$ cat src/rtl/if_id_pipe_buf_pkg.sv
// Shared widths, default NOP encoding and buffer state encoding for the IF->ID boundary.
package if_id_pipe_buf_pkg;

    localparam int unsigned IsizeDef    = 32;
    localparam int unsigned AsizeDef    = 32;
    localparam logic [31:0] NopInstrDef = 32'h0000_0000;

    // Number of valid entries held: EMPTY (0), ONE (main only), FULL (main + skid).
    typedef enum logic [1:0] {
        StEmpty = 2'd0,
        StOne   = 2'd1,
        StFull  = 2'd2
    } buf_state_e;

endpackage

$ cat src/rtl/if_id_pipe_buf_data_slot.sv
// Instruction+PC storage slot: load-enable register, cleared to {NOP, 0} on reset or clear.
module if_id_pipe_buf_data_slot #(
    parameter int unsigned        INSTR_W   = 32,
    parameter int unsigned        PC_W      = 32,
    parameter logic [INSTR_W-1:0] CLR_INSTR = '0
) (
    input  logic               clk,
    input  logic               rst,
    input  logic               clr_i,
    input  logic               ld_i,
    input  logic [INSTR_W-1:0] instr_i,
    input  logic [PC_W-1:0]    pc_i,
    output logic [INSTR_W-1:0] instr_o,
    output logic [PC_W-1:0]    pc_o
);

    logic [INSTR_W-1:0] instr_q;
    logic [PC_W-1:0]    pc_q;

    // Clear wins over load; data only moves on an explicit load so idle-bus garbage stays out.
    always_ff @(posedge clk or posedge rst) begin
        if (rst) begin
            instr_q <= CLR_INSTR;
            pc_q    <= '0;
        end else if (clr_i) begin
            instr_q <= CLR_INSTR;
            pc_q    <= '0;
        end else if (ld_i) begin
            instr_q <= instr_i;
            pc_q    <= pc_i;
        end
    end

    assign instr_o = instr_q;
    assign pc_o    = pc_q;

endmodule

$ cat src/rtl/if_id_pipe_buf.sv
// IF->ID pipeline buffer: 2-entry skid buffer with valid/ready on both sides, registered
// if_ready and a synchronous flush for fetch redirects.
module if_id_pipe_buf
    import if_id_pipe_buf_pkg::*;
#(
    parameter int unsigned      ISIZE     = IsizeDef,
    parameter int unsigned      ASIZE     = AsizeDef,
    parameter logic [ISIZE-1:0] NOP_INSTR = ISIZE'(NopInstrDef)
) (
    input  logic             clk,
    input  logic             rst,
    input  logic             flush,
    input  logic             if_valid,
    output logic             if_ready,
    input  logic [ISIZE-1:0] if_instr,
    input  logic [ASIZE-1:0] if_pc,
    output logic             id_valid,
    input  logic             id_ready,
    output logic [ISIZE-1:0] id_instr,
    output logic [ASIZE-1:0] id_pc
);

    buf_state_e state_q, state_d;
    logic       id_valid_q;
    logic       if_ready_q;

    logic push, pop;
    logic main_ld, main_clr, main_from_skid;
    logic skid_ld, skid_clr;

    logic [ISIZE-1:0] main_instr_d, skid_instr_q;
    logic [ASIZE-1:0] main_pc_d, skid_pc_q;

    assign push = if_valid & if_ready_q;
    assign pop  = id_valid_q & id_ready;

    // Next-state and slot control decode; flush overrides any push/pop in the same cycle.
    always_comb begin
        state_d        = state_q;
        main_ld        = 1'b0;
        main_clr       = 1'b0;
        main_from_skid = 1'b0;
        skid_ld        = 1'b0;
        skid_clr       = 1'b0;
        if (flush) begin
            state_d  = StEmpty;
            main_clr = 1'b1;
            skid_clr = 1'b1;
        end else begin
            unique case (state_q)
                StEmpty: begin
                    if (push) begin
                        state_d = StOne;
                        main_ld = 1'b1;
                    end
                end
                StOne: begin
                    if (push && !pop) begin
                        state_d = StFull;
                        skid_ld = 1'b1;
                    end else if (push && pop) begin
                        main_ld = 1'b1;
                    end else if (pop) begin
                        // Draining the last entry puts NOP/0 back on the decode side.
                        state_d  = StEmpty;
                        main_clr = 1'b1;
                    end
                end
                StFull: begin
                    if (pop) begin
                        state_d        = StOne;
                        main_ld        = 1'b1;
                        main_from_skid = 1'b1;
                    end
                end
                default: begin
                    state_d  = StEmpty;
                    main_clr = 1'b1;
                    skid_clr = 1'b1;
                end
            endcase
        end
    end

    // Main slot refills from skid when it exists, otherwise straight from fetch.
    always_comb begin
        main_instr_d = if_instr;
        main_pc_d    = if_pc;
        if (main_from_skid) begin
            main_instr_d = skid_instr_q;
            main_pc_d    = skid_pc_q;
        end
    end

    // State register plus flopped decodes so both handshake outputs come straight from flops.
    always_ff @(posedge clk or posedge rst) begin
        if (rst) begin
            state_q    <= StEmpty;
            id_valid_q <= 1'b0;
            if_ready_q <= 1'b1;
        end else begin
            state_q    <= state_d;
            id_valid_q <= (state_d != StEmpty);
            if_ready_q <= (state_d != StFull);
        end
    end

    if_id_pipe_buf_data_slot #(
        .INSTR_W   (ISIZE),
        .PC_W      (ASIZE),
        .CLR_INSTR (NOP_INSTR)
    ) u_main_slot (
        .clk     (clk),
        .rst     (rst),
        .clr_i   (main_clr),
        .ld_i    (main_ld),
        .instr_i (main_instr_d),
        .pc_i    (main_pc_d),
        .instr_o (id_instr),
        .pc_o    (id_pc)
    );

    if_id_pipe_buf_data_slot #(
        .INSTR_W   (ISIZE),
        .PC_W      (ASIZE),
        .CLR_INSTR (NOP_INSTR)
    ) u_skid_slot (
        .clk     (clk),
        .rst     (rst),
        .clr_i   (skid_clr),
        .ld_i    (skid_ld),
        .instr_i (if_instr),
        .pc_i    (if_pc),
        .instr_o (skid_instr_q),
        .pc_o    (skid_pc_q)
    );

    assign id_valid = id_valid_q;
    assign if_ready = if_ready_q;

endmodule

$ cat config.mk
export PLATFORM = sky130hd
export DESIGN_NAME = if_id_pipe_buf
export DESIGN_NICKNAME = d
export VERILOG_FILES = /design/src/rtl/if_id_pipe_buf_pkg.sv /design/src/rtl/if_id_pipe_buf_data_slot.sv /design/src/rtl/if_id_pipe_buf.sv
export SDC_FILE = /design/constraint.sdc
export NUM_CORES = 1
export LEC_CHECK = 0
export ABC_AREA = 1
export BUFFER_PORTS_ARGS = -buffer_cell sky130_fd_sc_hd__buf_2
export CORE_ASPECT_RATIO = 0.75
export CORE_MARGIN = 2
export CORE_UTILIZATION = 51
export CTS_CLUSTER_SIZE = 25
export DETAILED_ROUTE_END_ITERATION = 7
export PLACE_DENSITY = 0.75
export SYNTH_ARGS = -nofsm -noshare
export SYNTH_HDL_FRONTEND = slang
export SYNTH_SLANG_ARGS = --single-unit
$ cat constraint.sdc
create_clock -name clk -period 13.2 [get_ports clk]
set_input_delay 2.64 -clock clk [delete_from_list [all_inputs] [get_ports clk]]
set_output_delay 2.64 -clock clk [all_outputs]
set_load 0.01 [all_outputs]
**Word-level counts from Yosys, hierarchy flattened**

Cells that the tools add are included.

- Register bits: 132
- Input bits: 69
- Output and inout bits: 66
- Logic and storage cells: 55

- Equality and inequality tests: 3
- Muxes and demuxes: 34
- Bitwise gates (word level): 2
- Reduce and logical (&&, ||, !) cells: 9

Operators with widths:

| operator | number |
|---|---|
| two-way mux 32 bit | 10 |
| two-way mux 1 bit | 15 |
| two-way mux 2 bit | 6 |
| case mux 2 bit (3 select lines) | 1 |
| nonzero test 2 bit | 3 |
| case mux 1 bit (3 select lines) | 1 |
| OR reduction 3 bit | 1 |
| bitwise AND 1 bit | 2 |
| equality test 2 x 1 -> 1 bit (second input constant) | 1 |
| equality test 2 bit (second input constant) | 1 |
| logical AND 1 bit | 2 |
| logical NOT 2 bit | 1 |
| != test 2 bit (second input constant) | 1 |
| case mux 1 bit (2 select lines) | 1 |
| OR reduction 2 bit | 1 |
| logical NOT 1 bit | 1 |

**Longest topological paths before layout**

Gate-level depths: netlist (run 1).

- Depth in word-level cells: 8
- Mapped depth: 9

**Modules after synthesis**

From an unflattened synthesis (run 1), not the netlist that was laid out.

- Cell total of the unflattened synthesis: 795
- Area total of the unflattened synthesis: 6264.8 um^2

Modules (own cells, without submodules):

| module | instances | cells an instance | area each (um^2) |
|---|---|---|---|
| if_id_pipe_buf_data_slot | 2 | 278 | 2586.2 |
| if_id_pipe_buf | 1 | 239 | 1092.3 |

**Least setup slack after synthesis (run 1)**

Ideal clock, no wire load.

- Path type: input port to flip-flop
- From: in if_valid
- To: reg u_skid_slot.instr_q[10] (netlist: u_skid_slot.instr_o[10])
- Library setup time: 66 ps
- Arrival time: 3490 ps
- Data required time: 13134 ps
- Slack: 9644 ps
- Stages: 7
- Buffers on the path: 2
- Cells stage by stage: nand2_1 > inv_1 > nand3_1 > buf_2 > buf_2 > nand3_1 > nand2_1

- Longest elaborated chain between the ends: 6

RTL lines:

| what | RTL line | RTL |
|---|---|---|
| from (decl) | if_id_pipe_buf.sv:13 | `input logic if_valid,` |
| bitwise AND 1 bit | if_id_pipe_buf.sv:34 | `assign push = if_valid & if_ready_q;` |
| logical AND 1 bit | if_id_pipe_buf.sv:58 | `if (push && !pop) begin` |
| two-way mux 1 bit | if_id_pipe_buf.sv:58 |  |
| two-way mux 1 bit | if_id_pipe_buf.sv:50 | `unique case (state_q)` |
| two-way mux 1 bit | if_id_pipe_buf.sv:45 | `if (flush) begin` |
| nonzero test 2 bit (no line) | -- |  |
| to (signal assigned) | if_id_pipe_buf_data_slot.sv:29 | `instr_q <= instr_i;` |
| to (decl) | if_id_pipe_buf_data_slot.sv:17 | `logic [INSTR_W-1:0] instr_q;` |

No other way between the ends.
A chain may end at the register's enable or synchronous reset.

**Worst setup path after layout (run 1)**

- From: in id_ready
- To: reg u_main_slot.instr_q[29] (netlist: u_main_slot.instr_o[29])

- Longest elaborated chain between the ends: 7
- Elaborated cells on any way between the ends: 19
- Those cells by class: 14 x mux; 1 x bitwise; 4 x reduce/logical

RTL lines:

| what | RTL line | RTL |
|---|---|---|
| from (decl) | if_id_pipe_buf.sv:18 | `input logic id_ready,` |
| bitwise AND 1 bit (*) | if_id_pipe_buf.sv:35 | `assign pop = id_valid_q & id_ready;` |
| two-way mux 1 bit, or another cell as far along | if_id_pipe_buf.sv:63, if_id_pipe_buf.sv:70 |  |
| two-way mux 1 bit, or another cell as far along | if_id_pipe_buf.sv:61 | `end else if (push && pop) begin` |
| two-way mux 1 bit (on tied branches) | if_id_pipe_buf.sv:58, if_id_pipe_buf.sv:45 |  |
| case mux 1 bit (2 select lines), or another cell as far along | if_id_pipe_buf.sv:50 |  |
| two-way mux 1 bit or two-way mux 32 bit (tied branches) | if_id_pipe_buf.sv:45, if_id_pipe_buf_data_slot.sv:28 |  |
| two-way mux 32 bit or nonzero test 2 bit (tied branches) | -- |  |
| to (signal assigned) | if_id_pipe_buf_data_slot.sv:29 |  |
| to (decl) | if_id_pipe_buf_data_slot.sv:17 |  |

Every way passes the cells marked *; elsewhere a longest branch is shown, timed or not. The select of a mux whose other input is x is not followed.

==> impl_metrics.env, run 1 <==
export IMPL_number_of_global_route_vias_before_repair=5458
export IMPL_grt_first_pass_wirelength_um=27700
export IMPL_fin_worst_skew_ns=0.00804
export IMPL_mostFrequentLayoutCell="nand2_1"
export IMPL_globalRouteTotalUtil=0.263
export IMPL_status="finished, final reports clean"
export IMPL_synth_seq_area_share=0.527
export IMPL_yosys_warnings=0
export IMPL_numCtsBuffers=17
export IMPL_synth_net_count=879
export IMPL_setup_repair_after_global_routing_missed_its_margin="no"
export IMPL_synthDistinctLibCells=18
export IMPL_drtIter0Drc=574
export IMPL_timing_critical_path_cells="buf_2, nand2_2, inv_1, nand3_1, nand2_1, inv_4, buf_4, nand3_1, nand2_1"
export IMPL_layout_common_cells="329 x nand2_1, 258 x nand3_1, 134 x buf_2, 131 x dfrtp_1, 17 x clkbuf_16"
export IMPL_postCtsResizedCells=0
export IMPL_coreArea_mm2=0.0121
export IMPL_timing_final_crit_share=0.324
export IMPL_p_per_area_mw_per_mm2=140
export IMPL_portBuffers=134
export IMPL_worst_skew_pair_late_latency_ns=0.41
export IMPL_synthesized_flop_and_latch_total=132
export IMPL_cts_setup_buffers=0
export IMPL_worst_path_max_fanout=70
export IMPL_crit_path_top_delay_cell="buf_4"
export IMPL_gp_congestion=0.784
export IMPL_min_delay_path_class="flip-flop to flip-flop"
export IMPL_leakage_nw=4.40
export IMPL_slew_headroom=0.252
export IMPL_register_clock_pin_slew_on_the_reported_worst_setup_and_hold_paths_ns=0.05
export IMPL_via_count=5800
export IMPL_cts_buffer_depth=2
export IMPL_avgSynthCellArea_um2=7.74
export IMPL_post_route_drc_count=0
export IMPL_worstSetupPathType="input pin to flip-flop"
export IMPL_cts_root_buf="clkbuf_16"
export IMPL_worstPathBufferInverterCount=4
export IMPL_die_area_mm2=0.0132
export IMPL_floorplan_die_width_um=132
export IMPL_h_tree_levels=4
export IMPL_grt_start_max_net_pins=73
export IMPL_timing_final_setup_violations=0
export IMPL_num_fill_cells=1151
export IMPL_gr_total_overflow=0
export IMPL_critPathCaptureType="flip-flop"
export IMPL_final_max_slew_violation_count=0
export IMPL_n_antenna_cell=0
export IMPL_synthesis_area_mm2=0.00627
export IMPL_irDropWorstVdd_uv=96.3
export IMPL_routed_wire_length_per_instance_um=15.2
export IMPL_finalNetCount=974
export IMPL_post_place_cell_area_mm2=0.00694
export IMPL_holdCritStartpoint="u_main_slot.instr_o[20]"
export IMPL_worst_path_largest_cell_delay_ns=0.63
export IMPL_grt_antenna_before_repair=0
export IMPL_routed_wirelength_um=16400
export IMPL_cp_data_required_time_ns=13.55
export IMPL_setup_tns_final_ns=0
export IMPL_pin_count=135
export IMPL_tritoncts="yes"
export IMPL_final_hold_viol_count=0
export IMPL_floorplan_initialDensity=0.517
export IMPL_regToRegStartpoint="id_valid"
export IMPL_post_route_cells_drive_above_1_share=0.199
export IMPL_via_density=5.35
export IMPL_path_delay_family="buffers and inverters"
export IMPL_period_needed_ns=4.27
export IMPL_clock_sinks=132
export IMPL_cp_data_arrival_time_ns=4.62
export IMPL_drt_antenna_violating_nets=0
export IMPL_fmax_mhz=234
export IMPL_chipHeight_um=100
export IMPL_drt_pre_antenna_iters=5
export IMPL_timing_critical_path_from_type="input pin"
export IMPL_number_of_max_capacitance_violations_reported=0
export IMPL_area_grow_syn2layout_pct=19.9
export IMPL_place_hpwl_um=9450
export IMPL_worst_slew_pin_slew_ns=1.12
export IMPL_timing_critical_path_from="id_ready"
export IMPL_core_rowCount=35
export IMPL_final_area_mm2=0.00752
export IMPL_synth_cells=810
export IMPL_ctsHoldBuffers=0
## state kept, by name, indices dropped and copies added, names as in the netlist
name / count
u_main_slot.instr_o: 32
u_main_slot.pc_o: 32
u_skid_slot.instr_o: 32
u_skid_slot.pc_o: 32
state_q: 2
id_valid: 1
if_ready: 1
## tightest hold or removal path: cells and delay by family (launching register included)
| family | cells | cell delay (ns) |
|---|---|---|
| DFF | 1 | 0.34 |
| and+or+nand+nor | 2 | 0.13 |
## path summary, 6_finish.rpt
| path | end | slack [ns] | cells past startpoint |
|---|---|---|---|
| max | u_main_slot.instr_o[29] | 8.93 | 9 |
| min | u_main_slot.instr_o[20] | 0.50 | 2 |
| max reg2reg | u_main_slot.instr_o[29] | 10.84 | 8 |
| min reg2reg | u_main_slot.instr_o[20] | 0.50 | 2 |
| min in group asynchronous | u_main_slot.pc_o[9] | 2.31 | 2 |
| max in group asynchronous | u_main_slot.instr_o[14] | 9.68 | 3 |
## layout make-up
class | count | area (um^2) | share of cell area
flip-flops and latches | 132 | 3300 | 0.440
multi-input cells | 600 | 2640 | 0.351
repair buffers | 143 | 738 | 0.0982
clock buffers | 27 | 503 | 0.0669
well taps | 166 | 208 | 0.0276
clock inverters | 5 | 75.1 | 0.00999
inverters | 11 | 48.8 | 0.00649
## where the power goes
part | internal (W) | switching, W
registers | 0.000433 | 0.0000167
logic | 0.0000422 | 0.0000949
clock network | 0.000297 | 0.000167
## kinds of logic after synthesis
group | Yosys count | synth area share
AOI/OAI and AO/OA | 5 | 0.00459
buffers and inverters | 78 | 0.0573
DFF | 132 | 0.527
and+or+nand+nor | 595 | 0.411
## synthesized netlist by cell type (all sizes together)
cell type,number,share of area
a21oi,2,0.0016
a31oi,1,0.0010
buf,58,0.045
clkbuf,9,0.0054
dfrtp,131,0.52
dfstp,1,0.0042
inv,11,0.0066
nand2,330,0.20
nand3,260,0.21
nor2,5,0.0046
o211ai,1,0.0012
o21ai,1,0.00080
## through the flow
step                      cells  power [W]  hold WS [ns]   util  setup WS [ns]
final                      1084    0.00105         0.498  0.620           8.93
after global routing       1084    0.00110         0.523  0.620           8.73
after CTS                  1084    0.00106         0.503  0.620           8.92
after detailed placement   1052   0.000594         0.488  0.572           8.51
after global placement     1052   0.000593         0.486  0.572           8.57
after floorplan             810   0.000539         0.476      -           7.04
## metal layers
metal / vias to the layer above / global-route usage / share of wire
li1: 2839 / - / -
met4: 0 / 0.0635 / 0.0089
met1: 2733 / 0.393 / 0.48
met5: - / 0 / 0
met3: 15 / 0.0652 / 0.068
met2: 213 / 0.388 / 0.45
Power figures use the tool's default switching activity.
==> run 2, diff against run 1 <==
==> constraint.sdc (replaced) <==
create_clock -name clk -period 4.4 [get_ports clk]
set_input_delay 0.88 -clock clk [delete_from_list [all_inputs] [get_ports clk]]
set_output_delay 0.88 -clock clk [all_outputs]
set_load 0.01 [all_outputs]
==> run 2 against run 1 <==
Effect of this change: sequential power rose to 3.0 times the previous value; sequential share of layout area rose by 0.17 points; first-iteration DRC count rose by 23%; worst hold slack improved by 0.0053 ns; core utilization fell by 0.24 points; sequential cell count did not move; critical path depth did not move; die area did not move; register-to-register slack got worse by 8.7 ns; non-clock buffer count rose by 2.
==> impl_metrics.env, run 2 (synthesis results as in run 1) <==
export IMPL_grt_first_pass_wirelength_um=27600
export IMPL_p_per_area_mw_per_mm2=406
export IMPL_pre_cts_ws_ns=1.62
export IMPL_post_place_cell_area_mm2=0.00697
export IMPL_drt_pre_antenna_iters=5
export IMPL_worst_path_largest_cell_delay_ns=0.69
export IMPL_worst_path_max_fanout=104
export IMPL_crit_path_top_delay_cell="inv_4"
export IMPL_final_hold_viol_count=0
export IMPL_die_area_mm2=0.0132
export IMPL_setup_repair_after_global_routing_missed_its_margin="no"
export IMPL_grt_antenna_before_repair=1
export IMPL_gp_congestion=0.786
export IMPL_total_power_w=0.00304
export IMPL_post_route_drc_count=0
export IMPL_gr_total_overflow=0
export IMPL_worstPathBufferInverterCount=4
export IMPL_cts_root_buf="clkbuf_16"
export IMPL_timing_critical_path_from_type="input pin"
export IMPL_register_clock_pin_slew_on_the_reported_worst_setup_and_hold_paths_ns=0.06
export IMPL_fmax_mhz=418
export IMPL_final_area_mm2=0.00749
export IMPL_portBuffers=134
export IMPL_core_rowCount=35
export IMPL_min_path_cells=2
export IMPL_coreArea_mm2=0.0121
export IMPL_chipHeight_um=100
export IMPL_hold_path_end="u_main_slot.pc_o[13]"
export IMPL_finalNetCount=976
export IMPL_irDropWorstVdd_uv=287
export IMPL_timing_critical_path_cells="buf_2, nand2_2, inv_1, nand3_1, nand2_1, inv_4, buf_4, nand3_1, nand2_1"
export IMPL_holdCritStartpoint="u_main_slot.pc_o[13]"
export IMPL_via_count=5803
export IMPL_postCtsResizedCells=0
export IMPL_final_max_slew_violation_count=0
export IMPL_status="finished, final reports clean"
export IMPL_layout_common_cells="329 x nand2_1, 258 x nand3_1, 134 x buf_2, 131 x dfrtp_1, 17 x clkbuf_16"
export IMPL_worst_slew_pin_slew_ns=1.14
export IMPL_critPathCaptureType="flip-flop"
export IMPL_area_grow_syn2layout_pct=19.5
export IMPL_timing_final_crit_share=0.544
export IMPL_h_tree_levels=4
export IMPL_r2r_cells=8
export IMPL_tritoncts="yes"
export IMPL_leakage_nw=4.39
export IMPL_numCtsBuffers=17
export IMPL_cp_data_arrival_time_ns=2.74
export IMPL_grt_start_max_net_pins=105
export IMPL_routed_wire_length_per_instance_um=15.2
export IMPL_number_of_global_route_vias_before_repair=5323
export IMPL_post_route_cells_drive_above_1_share=0.202
export IMPL_routed_wirelength_um=16500
export IMPL_drt_antenna_violating_nets=0
export IMPL_worstSetupPathType="input pin to flip-flop"
export IMPL_cts_buffer_depth=2
export IMPL_number_of_max_capacitance_violations_reported=0
export IMPL_critical_path_reg2reg_endpoint="u_main_slot.pc_o[0]"
export IMPL_worst_skew_pair_late_latency_ns=0.41
export IMPL_timing_final_setup_violations=0
export IMPL_via_density=5.36
export IMPL_floorplan_die_width_um=132
export IMPL_cts_setup_buffers=0
export IMPL_regToRegStartpoint="id_valid"
export IMPL_path_delay_family="buffers and inverters"
export IMPL_place_hpwl_um=9660
export IMPL_cp_data_required_time_ns=4.75
export IMPL_globalRouteTotalUtil=0.262
export IMPL_period_needed_ns=2.39
export IMPL_setup_tns_final_ns=0
export IMPL_postLayoutSetupSlackWorst_ns=2.01
export IMPL_min_delay_path_class="flip-flop to flip-flop"
export IMPL_floorplan_initialDensity=0.517
export IMPL_slew_headroom=0.242
export IMPL_clock_sinks=132
export IMPL_drtIter0Drc=707
export IMPL_fin_worst_skew_ns=0.00828
export IMPL_mostFrequentLayoutCell="nand2_1"
export IMPL_ctsHoldBuffers=0
export IMPL_pin_count=135
export IMPL_r2r_slack_ns=2.15
run 2: changes by cell type in the layout (fill, tap and decap cells not counted):
cell,change
clkbuf_8,-2
clkinvlp_4,+1
clkinv_2,+3
buf_12,+1
inv_6,-1
bufinv_16,-1
clkbuf_1,-4
buf_4,+1
diode_2,+1
run 2: stage by stage:
step,instances,util,hold WS [ns]
global placement,1054,0.574,0.484
detailed placement,1054,0.574,0.489
floorplan,810,-,0.476
CTS,1082,0.617,0.505
global route,1083,0.617,0.519
finish,1083,0.617,0.503
run 2: worst max-delay path by stage:
| stage | start | to | slack (ns) | depth (start not counted) |
|---|---|---|---|---|
| floorplan | rst | id_valid | 1.88 | 1 |
| global placement | id_ready | u_main_slot.instr_o[22] | 1.69 | 9 |
| detailed placement | id_ready | u_main_slot.instr_o[24] | 1.62 | 9 |
| CTS | id_ready | u_main_slot.pc_o[0] | 2.03 | 9 |
| global route | id_ready | u_main_slot.instr_o[26] | 1.80 | 9 |
| finish | id_ready | u_main_slot.pc_o[0] | 2.01 | 9 |
run 2: layout make-up:
class / count / area (um^2)
Multi-Input combinational cell: 600 / 2640
Sequential cell: 132 / 3300
Timing Repair Buffer: 145 / 766
Tap cell: 166 / 208
Fill cell: 1094 / 4640
Clock inverter: 7 / 60.1
Antenna cell: 1 / 2.50
Clock buffer: 21 / 460
Inverter: 11 / 47.5
run 2: report_power, final:
group          switching [W]  leakage (nW)  internal, W
sequential         0.0000477          1.79      0.00130
combinational       0.000288          2.33     0.000129
clock               0.000491         0.264     0.000786
total               0.000826          4.39      0.00221
run 2: worst register-to-register path, delay by kind of cell, from the launching register on:
kind	cells	cell delay, ns
buf+inv	3	1.24
simple gates	5	0.55
flops	1	0.40
run 2: per-layer routing:
metal	routed length (um)	track usage	up-vias
met5	0	0	-
met4	210	0.0928	0
met3	1220	0.0566	20
met2	7150	0.357	231
met1	7920	0.410	2713
li1	-	-	2839
